[config.mk]
export PLATFORM = sky130hd
export DESIGN_NAME = dlf_gear_ctrl
export DESIGN_NICKNAME = d
export VERILOG_FILES = /design/src/rtl/dlf_ctrl_pkg.sv /design/src/rtl/dlf_run_counter.sv /design/src/rtl/dlf_gear_ctrl.sv
export SDC_FILE = /design/constraint.sdc
export NUM_CORES = 1
export LEC_CHECK = 0
export CAP_MARGIN = 5
export CELL_PAD_IN_SITES_DETAIL_PLACEMENT = 0
export CELL_PAD_IN_SITES_GLOBAL_PLACEMENT = 1
export CORE_MARGIN = 2
export CORE_UTILIZATION = 34
export CTS_BUF_LIST = sky130_fd_sc_hd__clkbuf_8 sky130_fd_sc_hd__clkbuf_16
export CTS_CLUSTER_DIAMETER = 100
export CTS_CLUSTER_SIZE = 25
export DETAILED_ROUTE_END_ITERATION = 6
export PLACE_DENSITY = 0.72
export SYNTH_ARGS = -nofsm -noshare
export SYNTH_HDL_FRONTEND = slang
export SYNTH_SLANG_ARGS = --single-unit
[constraint.sdc]
create_clock -name clk -period 7.1 [get_ports clk]
set_clock_uncertainty 0.15 [all_clocks]
set_input_delay 1.42 -clock clk [delete_from_list [all_inputs] [get_ports clk]]
set_output_delay 1.42 -clock clk [all_outputs]
set_load 0.1 [all_outputs]
[src/rtl/dlf_ctrl_pkg.sv]
// rtl/dlf_ctrl_pkg.sv - shared states, gear codes and helpers for the DLF gear/lock controller
package dlf_ctrl_pkg;

   // Controller states; encoding is visible on state_o for debug.
   typedef enum logic [2:0] {
      ST_IDLE   = 3'd0,
      ST_CLEAR  = 3'd1,
      ST_ACQ    = 3'd2,
      ST_SETTLE = 3'd3,
      ST_MID    = 3'd4,
      ST_TRACK  = 3'd5
   } state_t;

   // Loop-filter coefficient set codes (3 is never driven).
   localparam logic [1:0] GEAR_WIDE   = 2'd0;
   localparam logic [1:0] GEAR_MID    = 2'd1;
   localparam logic [1:0] GEAR_NARROW = 2'd2;

   function automatic int max_int(input int a, input int b);
      return (a > b) ? a : b;
   endfunction

   // Gear presented for a state; SETTLE already shows the gear of the state it leads to.
   function automatic logic [1:0] gear_of(input state_t s, input state_t succ);
      logic [1:0] g;
      g = GEAR_WIDE;
      case (s)
         ST_MID:    g = GEAR_MID;
         ST_TRACK:  g = GEAR_NARROW;
         ST_SETTLE: g = (succ == ST_MID) ? GEAR_MID : GEAR_NARROW;
         default:   g = GEAR_WIDE;
      endcase
      return g;
   endfunction

endpackage

[src/rtl/dlf_run_counter.sv]
// rtl/dlf_run_counter.sv - saturating consecutive-event counter with terminal flag
module dlf_run_counter #(
   parameter int CW     = 7,
   parameter int TARGET = 64
) (
   input  logic clk,
   input  logic rstn,
   input  logic inc,
   input  logic clr,
   input  logic hold,
   output logic term
);

   localparam logic [CW-1:0] TGT = CW'(TARGET);

   logic [CW-1:0] count;

   assign term = (count == TGT);

   // clr wins, hold freezes (no sample), a non-event sample breaks the run, events saturate at TARGET.
   always_ff @(posedge clk or negedge rstn) begin
      if (!rstn) begin
         count <= '0;
      end else if (clr) begin
         count <= '0;
      end else if (hold) begin
         count <= count;
      end else if (!inc) begin
         count <= '0;
      end else if (!term) begin
         count <= count + CW'(1);
      end
   end

endmodule

[src/rtl/dlf_gear_ctrl.sv]
// rtl/dlf_gear_ctrl.sv - DLF bandwidth gear-shift and lock controller; optional MID gear under DLF_GEAR_MID_EN
module dlf_gear_ctrl
   import dlf_ctrl_pkg::*;
#(
   parameter int WIDTH         = 8,
   parameter int LOCK_THRESH   = 4,
   parameter int UNLOCK_THRESH = 12,
   parameter int LOCK_CNT      = 64,
   parameter int UNLOCK_CNT    = 8,
   parameter int SETTLE_CYC    = 16
) (
   input  logic             clk,
   input  logic             rstn,
   input  logic             enable,
   input  logic             err_valid,
   input  logic [WIDTH-1:0] err_mag,
   output logic [1:0]       gear,
   output logic             dlf_clear,
   output logic             locked,
   output logic [2:0]       state_o
);

   localparam int CW = $clog2(max_int(LOCK_CNT, UNLOCK_CNT) + 1);
   localparam int SW = $clog2(SETTLE_CYC + 1);

   localparam logic [WIDTH-1:0] LOCK_T      = WIDTH'(LOCK_THRESH);
   localparam logic [WIDTH-1:0] UNLOCK_T    = WIDTH'(UNLOCK_THRESH);
   localparam logic [SW-1:0]    SETTLE_LAST = SW'(SETTLE_CYC - 1);

   state_t        state;
   state_t        state_n;
   state_t        succ;
   state_t        succ_n;
   logic [SW-1:0] settle_cnt;

   logic good_smp;
   logic bad_smp;
   logic good_active;
   logic bad_active;
   logic good_term;
   logic bad_term;

   // Samples between the two thresholds are neither good nor bad.
   assign good_smp = (err_mag <= LOCK_T);
   assign bad_smp  = (err_mag > UNLOCK_T);

`ifdef DLF_GEAR_MID_EN
   assign good_active = (state == ST_ACQ) || (state == ST_MID);
   assign bad_active  = (state == ST_TRACK) || (state == ST_MID);
`else
   assign good_active = (state == ST_ACQ);
   assign bad_active  = (state == ST_TRACK);
`endif

   // Counters are held at zero outside the states that use them, on disable, and once their run is consumed.
   dlf_run_counter #(
      .CW     (CW),
      .TARGET (LOCK_CNT)
   ) u_good_cnt (
      .clk  (clk),
      .rstn (rstn),
      .inc  (good_smp),
      .clr  (!enable || !good_active || good_term),
      .hold (!err_valid),
      .term (good_term)
   );

   dlf_run_counter #(
      .CW     (CW),
      .TARGET (UNLOCK_CNT)
   ) u_bad_cnt (
      .clk  (clk),
      .rstn (rstn),
      .inc  (bad_smp),
      .clr  (!enable || !bad_active || bad_term),
      .hold (!err_valid),
      .term (bad_term)
   );

   // Next-state logic: disable first, then counter terminals; SETTLE exits to its recorded successor.
   always_comb begin
      state_n = state;
      succ_n  = succ;
      if (!enable) begin
         state_n = ST_IDLE;
      end else begin
         case (state)
            ST_IDLE:  state_n = ST_CLEAR;
            ST_CLEAR: state_n = ST_ACQ;
            ST_ACQ: begin
               if (good_term) begin
                  state_n = ST_SETTLE;
`ifdef DLF_GEAR_MID_EN
                  succ_n  = ST_MID;
`else
                  succ_n  = ST_TRACK;
`endif
               end
            end
            ST_SETTLE: begin
               if (settle_cnt == SETTLE_LAST) begin
                  state_n = succ;
               end
            end
`ifdef DLF_GEAR_MID_EN
            ST_MID: begin
               if (bad_term) begin
                  state_n = ST_ACQ;
               end else if (good_term) begin
                  state_n = ST_SETTLE;
                  succ_n  = ST_TRACK;
               end
            end
`endif
            ST_TRACK: begin
               if (bad_term) begin
                  state_n = ST_ACQ;
               end
            end
            default: state_n = ST_IDLE;
         endcase
      end
   end

   // State, successor and all outputs are registered from the next-state decision.
   always_ff @(posedge clk or negedge rstn) begin
      if (!rstn) begin
         state     <= ST_IDLE;
         succ      <= ST_TRACK;
         gear      <= GEAR_WIDE;
         locked    <= 1'b0;
         dlf_clear <= 1'b0;
      end else begin
         state     <= state_n;
         succ      <= succ_n;
         gear      <= gear_of(state_n, succ_n);
         locked    <= (state_n == ST_TRACK);
         dlf_clear <= (state_n == ST_CLEAR);
      end
   end

   // SETTLE dwell counts clocks, not samples; it restarts from zero on every entry.
   always_ff @(posedge clk or negedge rstn) begin
      if (!rstn) begin
         settle_cnt <= '0;
      end else if ((state == ST_SETTLE) && (state_n == ST_SETTLE)) begin
         settle_cnt <= settle_cnt + SW'(1);
      end else begin
         settle_cnt <= '0;
      end
   end

   assign state_o = state;

endmodule
==> qor.txt, run 1 <==
most common flop cell mapped by yosys: sky130_fd_sc_hd__dfrtp_1
average size of a mapped cell: 9.845 um^2
Rel. slew slack: 0.3513
count of flip-flops with a built-in enable after synthesis: 0
initial core utilization: 0.3569
via count of the first global-routing pass: 1279
leak pwr: 0.0008116 uW
critical path startpoint category: flop
maximum buffer depth of the clock tree: 2
number of remaining DRC errors: 0
delay contributed by the slowest stage of the critical path: 1.20 ns
placeable core region: 4414 um^2
min-delay worst type: flop to flop
peak supply drop: 0.00008015 V
synthesized instance count: 160
slew of the pin with the lowest slew margin: 0.9700 ns
crit path cell chain: clkdlybuf4s50_1
Hold Path Stages: 1
setup slack after placement: 3.550 ns
top area cells in the synthesized netlist: sky130_fd_sc_hd__dfrtp_1 (43%), sky130_fd_sc_hd__nor2_1 (5.0%), sky130_fd_sc_hd__ha_1 (4.8%), sky130_fd_sc_hd__dfstp_2 (3.3%), sky130_fd_sc_hd__nand3_1 (3.2%)
number of distinct library cells after synthesis: 48
post-cts resize count: 0
grt total ovfl: 0
setup repair after global routing missed its margin: no
total wire length after detailed routing: 3.162 mm
routed length per instance: 13.40 um
width of the chip: 72.07 um
final hold violation count: 0
first-pass GRT wire length: 5.699 mm
total chip power: 373.0 uW
Critical-path top delay cell: sky130_fd_sc_hd__clkdlybuf4s50_1
count of pins on the block boundary: 19
number of violations reported at the end of detailed-routing iteration 0: 52
Mapped Nets: 178
ratio of cells with drive above 1 in the final layout: 0.1522
Synth Cell Area: 1575 um^2
post-synth top area cell: sky130_fd_sc_hd__dfrtp_1
number of standard cells in the final layout excluding fillers: 236
die outline area: 5193 um^2
Final ANT Viol Nets: 0
share of the yosys chip area belonging to registers: 0.4623
Warnings, synthesis: 0
# placed instances: 228
Slew Limit Fails: 0
average vias per placed instance: 5.398
ratio of final minimum period to clock period: 0.5003
number of cells on the critical path: 1
asr flop ratio synth: 1.000
die span in y: 72.07 um
pin count of the biggest net entering global routing: 30
count of input and output buffers: 18
number of buffers inserted by post-CTS setup repair: 0
global placer's final weighted congestion: 0.7364
final standard cell area without fillers: 1911 um^2
count of filler cells inserted in the layout: 448
top-area cell type share of the netlist area: 0.4289
number of max-cap violations: 0
Final setup violation count: 0
clock-pin transition on the worst setup and hold timing paths: 0.06 ns
global routing usage summed across all routing layers: 0.1396
cell with the most instances after synthesis: sky130_fd_sc_hd__dfrtp_1
Arrival @ worst endpoint: 1.98 ns
Placement Rows: 24
Final TNS setup: 0 ns
least setup slack across all paths after layout: 3.548 ns
Power per Cell Area: 195.2 nW/um^2
total iterations of the first detailed-routing run: 4
TritonCTS clock tree: done
Clock Root Buffer: sky130_fd_sc_hd__clkbuf_8
Final Critical Period: 3.552 ns
critical path fanouts, max: 10
dominant delay contributor by cell family on the critical path: buffers and inverters
Layout Area Growth over Synthesis: 21.29%
number of hold-repair buffers added at the cts stage: 0
antenna cells: 0
category of the critical setup timing path: flop to primary output
total number of nets in the final design: 201
count of clock tree sinks: 29
Fmax achieved: 281.5 MHz
combined buffer and inverter count along the critical path: 1
instance area after placement: 1809 um^2
Critical Path RT: 5.53 ns
Yosys reg bits: 29
most instantiated cells after synthesis: sky130_fd_sc_hd__dfrtp_1 (27), sky130_fd_sc_hd__nor2_1 (21), sky130_fd_sc_hd__nand3_1 (10)
number of levels in the clock H-tree: 2
clock buffer count from CTS: 5
antenna violations before repair: 0
Worst Reg2Reg Path Length in Cells: 7
category of the worst setup path capture point: primary output
number of vias in the routed layout: 1274
Clk Latency, worst-skew pair: 0.27 ns
detailed-placement wirelength estimate: 2.312 mm
status: finished clean
flip-flops by register name (all words and copies together), names as in the netlist:
name	cells
gear	2
u_good_cnt.count	7
u_bad_cnt.count	7
state_o	3
locked	1
succ	3
settle_cnt	5
dlf_clear	1
through the flow:
stage,hold WS [ns],util
floorplan,0.2794,-
global placement,0.2987,0.4099
detailed placement,0.3058,0.4099
CTS,0.3150,0.4328
global route,0.3305,0.4328
finish,0.3162,0.4328
cells in the final DEF (no fill, tap or decap), types with 2 or more instances in the layout:
master	instances
sky130_fd_sc_hd__nor3_1	4
sky130_fd_sc_hd__nor2b_1	3
sky130_fd_sc_hd__ha_1	6
sky130_fd_sc_hd__inv_1	8
sky130_fd_sc_hd__and3_1	3
sky130_fd_sc_hd__clkdlybuf4s50_1	18
sky130_fd_sc_hd__clkbuf_8	7
sky130_fd_sc_hd__a22oi_1	3
sky130_fd_sc_hd__or3_4	2
sky130_fd_sc_hd__nor2_1	21
sky130_fd_sc_hd__or2_2	2
sky130_fd_sc_hd__or2b_2	2
sky130_fd_sc_hd__nand3_1	10
sky130_fd_sc_hd__a21oi_1	9
sky130_fd_sc_hd__nor3b_1	2
sky130_fd_sc_hd__nand4b_1	2
sky130_fd_sc_hd__nand4_1	2
sky130_fd_sc_hd__o21ai_0	8
sky130_fd_sc_hd__o21ai_1	2
sky130_fd_sc_hd__xnor2_1	2
sky130_fd_sc_hd__or3_1	2
sky130_fd_sc_hd__nand3b_1	2
sky130_fd_sc_hd__dfrtp_1	27
sky130_fd_sc_hd__a22o_1	2
sky130_fd_sc_hd__dfstp_2	2
sky130_fd_sc_hd__and4b_1	2
sky130_fd_sc_hd__nand2_1	8
logic make-up (layout without fill, tap and decap cells):
kind of cell             Yosys count  count (layout)  synth area share
adder cells (fa/ha/maj)            6               6           0.04766
AND/OR/NAND/NOR                   79              79            0.3122
AO/OA/AOI/OAI                     31              31            0.1231
flip-flops                        29              29            0.4623
buffers and inverters             11              35           0.03098
multiplexers                       1               1          0.007148
XOR/XNOR                           3               3           0.01668
path summary, 6_finish.rpt:
check | start | end | slack (ns)
min in group asynchronous | rstn | settle_cnt[3]$_DFF_PN0_ | 1.38
min | settle_cnt[0]$_DFF_PN0_ | settle_cnt[0]$_DFF_PN0_ | 0.32
max in group asynchronous | rstn | succ[2]$_DFF_PN1_ | 5.11
min reg2reg | settle_cnt[0]$_DFF_PN0_ | settle_cnt[0]$_DFF_PN0_ | 0.32
max reg2reg | settle_cnt[0]$_DFF_PN0_ | settle_cnt[3]$_DFF_PN0_ | 4.63
max | state_o[0]$_DFF_PN0_ | state_o[0] | 3.55
per-layer routing:
layer | up-vias | GRT usage | part of all wire
li1 | 621 | - | -
met1 | 625 | 0.1740 | 0.47
met2 | 26 | 0.2273 | 0.48
met3 | 2 | 0.04444 | 0.045
met4 | 0 | 0.05031 | 0.0054
met5 | - | 0 | 0
cell type report:
| cell class | instances | area [um^2] | area share |
|---|---|---|---|
| Clock buffer | 7 | 96.34 | 0.05043 |
| Clock inverter | 1 | 5.005 | 0.002620 |
| Inverter | 8 | 30.03 | 0.01572 |
| Multi-Input combinational cell | 120 | 798.3 | 0.4178 |
| Sequential cell | 29 | 728.2 | 0.3811 |
| Tap cell | 52 | 65.06 | 0.03405 |
| Timing Repair Buffer | 19 | 187.7 | 0.09823 |
where the power goes:
part	switching (uW)	internal, uW	leakage (uW)
clock network	61.0	87.5	0.0000542
logic	36.1	17.1	0.000363
registers	3.38	168	0.000395
total	100	272	0.000812
worst reg2reg max path, cell delays in order, from the launching register on:
cell                      delay [ns]
sky130_fd_sc_hd__dfrtp_1        0.40
sky130_fd_sc_hd__ha_1           0.23
sky130_fd_sc_hd__and3_1         0.19
sky130_fd_sc_hd__ha_1           0.20
sky130_fd_sc_hd__and4b_1        0.17
sky130_fd_sc_hd__or3_4          0.36
sky130_fd_sc_hd__or4b_4         0.57
sky130_fd_sc_hd__nor2_1         0.13
Note: power is estimated with default switching activity, not from simulation.
==> run 2: changes to the inputs <==
--- a/config.mk
+++ b/config.mk
@@ -14,7 +14,7 @@
 export CTS_CLUSTER_DIAMETER = 100
 export CTS_CLUSTER_SIZE = 25
 export DETAILED_ROUTE_END_ITERATION = 6
-export PLACE_DENSITY = 0.72
+export PLACE_DENSITY = 0.74
 export SYNTH_ARGS = -nofsm -noshare
 export SYNTH_HDL_FRONTEND = slang
 export SYNTH_SLANG_ARGS = --single-unit
==> constraint.sdc (replaced) <==
create_clock -name clk -period 3.1 [get_ports clk]
set_clock_uncertainty 0.15 [all_clocks]
set_input_delay 0.62 -clock clk [delete_from_list [all_inputs] [get_ports clk]]
set_output_delay 0.62 -clock clk [all_outputs]
set_load 0.1 [all_outputs]
==> qor.txt, run 2 (synthesis results as in run 1) <==
status: finished clean (unchanged)
die outline area: 5193 um^2 (unchanged)
initial core utilization: 0.3569 (unchanged)
count of input and output buffers: 18 (unchanged)
total number of nets in the final design: 203 (was 201)
end-of-flow core utilization: 0.4323 (was 0.4328)
number of levels in the clock H-tree: 2 (unchanged)
global placer's final weighted congestion: 0.7730 (was 0.7364)
clock buffer count from CTS: 5 (unchanged)
number of max-cap violations: 0 (unchanged)
Final Critical Period: 2.487 ns
Power per Cell Area: 450.3 nW/um^2 (was 195.2 nW/um^2)
ratio of cells with drive above 1 in the final layout: 0.1989 (was 0.1522)
TritonCTS clock tree: done (unchanged)
detailed-placement wirelength estimate: 2.348 mm (was 2.312 mm)
global routing usage summed across all routing layers: 0.1392 (was 0.1396)
grt total ovfl: 0 (unchanged)
Placement Rows: 24 (unchanged)
most common cell after layout, fill and taps aside: sky130_fd_sc_hd__dfrtp_1 (unchanged)
number of buffers inserted by post-CTS setup repair: 0 (unchanged)
number of vias in the routed layout: 1295 (was 1274)
peak supply drop: 0.0001584 V (was 0.00008015 V)
antenna cells: 0 (unchanged)
leak pwr: 0.0008344 uW (was 0.0008116 uW)
Clock Root Buffer: sky130_fd_sc_hd__clkbuf_8 (unchanged)
width of the chip: 72.07 um (unchanged)
routed length per instance: 13.60 um (was 13.40 um)
number of hold-repair buffers added at the cts stage: 0 (unchanged)
Critical Path RT: 3.16 ns (was 5.53 ns)
pin count of the biggest net entering global routing: 30 (unchanged)
count of clock tree sinks: 29 (unchanged)
number of violations reported at the end of detailed-routing iteration 0: 72 (was 52)
Final TNS setup: 0 ns (unchanged)
placeable core region: 4414 um^2 (unchanged)
ratio of final minimum period to clock period: 0.8023
registers with the most flip-flops: u_bad_cnt.count: 7 flops, u_good_cnt.count: 7 flops, settle_cnt: 5 flops (unchanged)
Arrival @ worst endpoint: 2.55 ns (was 1.98 ns)
count of pins on the block boundary: 19 (unchanged)
slew of the pin with the lowest slew margin: 0.5422 ns (was 0.9700 ns)
total iterations of the first detailed-routing run: 4 (unchanged)
Final ANT Viol Nets: 0 (unchanged)
first-pass GRT wire length: 5.623 mm (was 5.699 mm)
maximum buffer depth of the clock tree: 2 (unchanged)
Fmax achieved: 402.1 MHz
average vias per placed instance: 5.441 (was 5.398)
Layout Area Growth over Synthesis: 21.13% (was 21.29%)
antenna violations before repair: 0 (unchanged)
Rel. slew slack: 0.6336 (was 0.3513)
die span in y: 72.07 um (unchanged)
number of remaining DRC errors: 0 (unchanged)
Clk Latency, worst-skew pair: 0.28 ns (was 0.27 ns)
post-cts resize count: 0 (unchanged)
category of the worst setup path capture point: flop (was primary output)
Slew Limit Fails: 0 (unchanged)
critical path fanouts, max: 5 (was 10)
critical path startpoint category: flop (unchanged)
total wire length after detailed routing: 3.237 mm (was 3.162 mm)
via count of the first global-routing pass: 1285 (was 1279)
min-delay worst type: flop to flop (unchanged)
category of the critical setup timing path: flop to flop (was flop to primary output)
final hold violation count: 0 (unchanged)
setup repair after global routing missed its margin: no (unchanged)
clock-pin transition on the worst setup and hold timing paths: 0.06 ns (about the same)
most frequent cells in the layout: sky130_fd_sc_hd__dfrtp_1 (27), sky130_fd_sc_hd__nor2_1 (21), sky130_fd_sc_hd__clkdlybuf4s50_1 (11) (was sky130_fd_sc_hd__dfrtp_1 (27), sky130_fd_sc_hd__nor2_1 (21), sky130_fd_sc_hd__clkdlybuf4s50_1 (18))
Final setup violation count: 0 (unchanged)
==> run 2: changes by cell type in the layout (fill, tap and decap cells not counted), sizes merged <==
cell           previous run  this run
clkdlybuf4s50            18        11
buf                       1        10
==> run 2: final cells by class <==
| class | count | area, um^2 |
|---|---|---|
| fillers | 418 | 2506 |
| multi-input cells | 120 | 798.3 |
| flip-flops and latches | 29 | 728.2 |
| repair buffers | 21 | 185.2 |
| clock buffers | 7 | 96.34 |
| well taps | 52 | 65.06 |
| inverters | 8 | 30.03 |
| clock inverters | 1 | 5.005 |
==> run 2: power breakdown <==
group	switching [uW]	internal, uW
clock network	146	200
registers	7.55	385
logic	82.4	38.3
==> run 2: worst max-delay path: stages (launching register included) <==
cell	delay, ns
sky130_fd_sc_hd__dfrtp_1	0.40
sky130_fd_sc_hd__ha_1	0.23
sky130_fd_sc_hd__and3_1	0.20
sky130_fd_sc_hd__ha_1	0.22
sky130_fd_sc_hd__and4b_1	0.18
sky130_fd_sc_hd__or3_4	0.36
sky130_fd_sc_hd__or4b_4	0.57
sky130_fd_sc_hd__nor2_2	0.12
==> run 2: final timing paths <==
check / from / endpoint / slack (ns) / cells past startpoint
setup reg to reg: settle_cnt[0]$_DFF_PN0_ / settle_cnt[2]$_DFF_PN0_ / 0.61 / 7
hold / removal: settle_cnt[0]$_DFF_PN0_ / settle_cnt[0]$_DFF_PN0_ / 0.31 / 1
hold reg to reg: settle_cnt[0]$_DFF_PN0_ / settle_cnt[0]$_DFF_PN0_ / 0.31 / 1
min in group asynchronous: rstn / settle_cnt[2]$_DFF_PN0_ / 0.58 / 2
max in group asynchronous: rstn / succ[0]$_DFF_PN1_ / 1.90 / 2
setup / recovery: settle_cnt[0]$_DFF_PN0_ / settle_cnt[2]$_DFF_PN0_ / 0.61 / 7
==> run 2: layer usage <==
layer,vias to the layer above,GRT usage,share of wire
met4,0,0.05870,0.013
met5,-,0,0
met3,6,0.04583,0.043
li1,629,-,-
met1,628,0.1620,0.45
met2,32,0.2345,0.49
==> run 2: stage by stage <==
| step | area, um^2 | hold WS, ns | total power, uW | instances | worst slack (ns) |
|---|---|---|---|---|---|
| 6_report | 1908 | 0.3131 | 859.1 | 238 | 0.6130 |
| 5_1_grt | 1908 | 0.3474 | 905.4 | 238 | 0.5013 |
| 4_1_cts | 1908 | 0.3158 | 870.2 | 238 | 0.5938 |
| 3_5_place_dp | 1807 | 0.3069 | 520.3 | 230 | 0.4156 |
| 3_3_place_gp | 1807 | 0.2906 | 519.4 | 230 | 0.5093 |
| 2_1_floorplan | 1575 | 0.1744 | 480.0 | 160 | 0.6184 |
==> run 3: changes to the inputs <==
==> constraint.sdc (replaced) <==
create_clock -name clk -period 2.2 [get_ports clk]
set_clock_uncertainty 0.15 [all_clocks]
set_input_delay 0.44 -clock clk [delete_from_list [all_inputs] [get_ports clk]]
set_output_delay 0.44 -clock clk [all_outputs]
set_load 0.1 [all_outputs]
==> qor.txt, run 3 (synthesis results as in run 1) <==
status: complete, but fails checks (was finished clean)
failing checks: negative setup slack
TritonCTS clock tree: done (unchanged)
count of pins on the block boundary: 19 (unchanged)
clock network fraction of total power: 0.425 (was 0.403)
number of vias in the routed layout: 1341 (was 1295)
leak pwr: 0.0009069 uW (was 0.0008344 uW)
number of violations reported at the end of detailed-routing iteration 0: 67 (was 72)
total number of nets in the final design: 216 (was 203)
width of the chip: 72.07 um (unchanged)
number of max-cap violations: 0 (unchanged)
Final Critical Period: 2.336 ns (was 2.487 ns)
number of hold-repair buffers added at the cts stage: 0 (unchanged)
registers with the most flip-flops: u_bad_cnt.count: 7 flops, u_good_cnt.count: 7 flops, settle_cnt: 5 flops (unchanged)
pin count of the biggest net entering global routing: 30 (unchanged)
grt total ovfl: 0 (unchanged)
via count of the first global-routing pass: 1329 (was 1285)
ratio of cells with drive above 1 in the final layout: 0.2965 (was 0.1989)
maximum buffer depth of the clock tree: 2 (unchanged)
Layout Area Growth over Synthesis: 32.17% (was 21.13%)
global routing usage summed across all routing layers: 0.1469 (was 0.1392)
total iterations of the first detailed-routing run: 4 (unchanged)
Rel. slew slack: 0.6596 (was 0.6336)
switching pwr: 333.3 uW (was 235.9 uW)
global placer's final weighted congestion: 0.8759 (was 0.7730)
ratio of final minimum period to clock period: 1.062 (was 0.8023)
Fmax achieved: 428.2 MHz (was 402.1 MHz)
detailed-placement wirelength estimate: 2.482 mm (was 2.348 mm)
Power per Cell Area: 633.1 nW/um^2 (was 450.3 nW/um^2)
placeable core region: 4414 um^2 (unchanged)
Clock Root Buffer: sky130_fd_sc_hd__clkbuf_8 (unchanged)
number of levels in the clock H-tree: 2 (unchanged)
combinational share of power: 0.153 (was 0.141)
Critical Path RT: 2.26 ns (was 3.16 ns)
first-pass GRT wire length: 5.982 mm (was 5.623 mm)
Arrival @ worst endpoint: 2.40 ns (was 2.55 ns)
antenna violations before repair: 0 (unchanged)
category of the critical setup timing path: flop to flop (unchanged)
Clk Latency, worst-skew pair: 0.28 ns (about the same)
Internal: 984.9 uW (was 623.3 uW)
end-of-flow core utilization: 0.4717 (was 0.4323)
category of the worst setup path capture point: flop (unchanged)
antenna cells: 0 (unchanged)
clock buffer count from CTS: 5 (unchanged)
count of input and output buffers: 18 (unchanged)
clock-pin transition on the worst setup and hold timing paths: 0.06 ns (about the same)
die outline area: 5193 um^2 (unchanged)
critical path startpoint category: flop (unchanged)
switching share of power: 0.2528 (was 0.2745)
die span in y: 72.07 um (unchanged)
slew of the pin with the lowest slew margin: 0.5052 ns (was 0.5422 ns)
most frequent cells in the layout: sky130_fd_sc_hd__dfrtp_1 (24), sky130_fd_sc_hd__buf_4 (21), sky130_fd_sc_hd__nor2_1 (19) (was sky130_fd_sc_hd__dfrtp_1 (27), sky130_fd_sc_hd__nor2_1 (21), sky130_fd_sc_hd__clkdlybuf4s50_1 (11))
peak supply drop: 0.0002375 V (was 0.0001584 V)
initial core utilization: 0.3569 (unchanged)
total chip power: 1318 uW (was 859.1 uW)
Final TNS setup: -0.6198 ns (was 0 ns)
setup repair after global routing missed its margin: yes (was no)
Final setup violation count: 5 (was 0)
routed length per instance: 13.61 um (was 13.60 um)
total wire length after detailed routing: 3.415 mm (was 3.237 mm)
most common cell after layout, fill and taps aside: sky130_fd_sc_hd__dfrtp_1 (unchanged)
average vias per placed instance: 5.343 (was 5.441)
number of remaining DRC errors: 0 (unchanged)
Final ANT Viol Nets: 0 (unchanged)
Placement Rows: 24 (unchanged)
count of clock tree sinks: 29 (unchanged)
final hold violation count: 0 (unchanged)
min-delay worst type: flop to flop (unchanged)
Slew Limit Fails: 0 (unchanged)
least setup slack across all paths after layout: -0.1356 ns (was 0.6130 ns)
relative contribution of sequential cells to total power: 0.421 (was 0.456)
critical path fanouts, max: 5 (unchanged)
## run 3: cell types whose count changed in the layout (fill, tap and decap cells not counted), moves of 2 or more
cell                      delta
sky130_fd_sc_hd__dfrtp_2     +3
sky130_fd_sc_hd__buf_4      +11
sky130_fd_sc_hd__nor2_2      +2
sky130_fd_sc_hd__ha_1        -2
sky130_fd_sc_hd__nor2_1      -2
sky130_fd_sc_hd__dfrtp_1     -3
## run 3: critical path, stage by stage (launching register included)
cell and delay, ns:
sky130_fd_sc_hd__dfrtp_1 0.38, sky130_fd_sc_hd__ha_2 0.20, sky130_fd_sc_hd__and3_4 0.18, sky130_fd_sc_hd__ha_4 0.16, sky130_fd_sc_hd__and4b_1 0.16, sky130_fd_sc_hd__or3_4 0.33
sky130_fd_sc_hd__or4b_4 0.59, sky130_fd_sc_hd__nor2_1 0.12
## run 3: cell type report
class                           count  area (um^2)
Sequential cell                    29        732.0
Fill cell                         410         2332
Tap cell                           52        65.06
Clock buffer                        6        82.58
Clock inverter                      2        33.78
Inverter                            8        30.03
Multi-Input combinational cell    120        839.6
Timing Repair Buffer               34        299.0
## run 3: power groups by stage
stage	combinational (uW)	clock (uW)	sequential, uW
floorplan	57.8	0	619
finish	202	561	555
global placement	193	0	565
detailed placement	195	0	565
global route	215	601	557
CTS	198	576	555
## run 3: final timing paths
check / end / startpoint / cells after the start / slack (ns)
hold / removal: settle_cnt[0]$_DFF_PN0_ / settle_cnt[0]$_DFF_PN0_ / 2 / 0.38
setup / recovery: settle_cnt[1]$_DFF_PN0_ / settle_cnt[0]$_DFF_PN0_ / 7 / -0.14
hold reg to reg: settle_cnt[0]$_DFF_PN0_ / settle_cnt[0]$_DFF_PN0_ / 2 / 0.38
setup reg to reg: settle_cnt[1]$_DFF_PN0_ / settle_cnt[0]$_DFF_PN0_ / 7 / -0.14
max in group asynchronous: succ[0]$_DFF_PN1_ / rstn / 2 / 1.18
min in group asynchronous: settle_cnt[4]$_DFF_PN0_ / rstn / 2 / 0.40
## run 3: what timing repair did
| item | CTS | global route |
|---|---|---|
| resized for setup | 3 | 4 |
| buffers inserted | 2 | 1 |
| pin swaps | 8 | 0 |
| endpoints found under the setup margin | 7 | 8 |
## run 3: metal layers
| metal | up-vias | global-route usage | wire length [um] |
|---|---|---|---|
| met2 | 30 | 0.2528 | 1717 |
| li1 | 651 | - | - |
| met4 | 0 | 0.05870 | 53 |
| met1 | 653 | 0.1695 | 1492 |
| met3 | 7 | 0.04583 | 152 |
| met5 | - | 0 | 0 |
## run 3: through the flow
stage | instances | instance area, um^2 | hold slack [ns] | setup WS, ns
floorplan | 160 | 1599 | -0.005591 | -0.06684
global placement | 240 | 1918 | 0.3566 | -0.1769
detailed placement | 240 | 1918 | 0.3726 | -0.2079
CTS | 250 | 2062 | 0.3871 | -0.1393
global route | 251 | 2082 | 0.4101 | -0.1916
finish | 251 | 2082 | 0.3837 | -0.1356
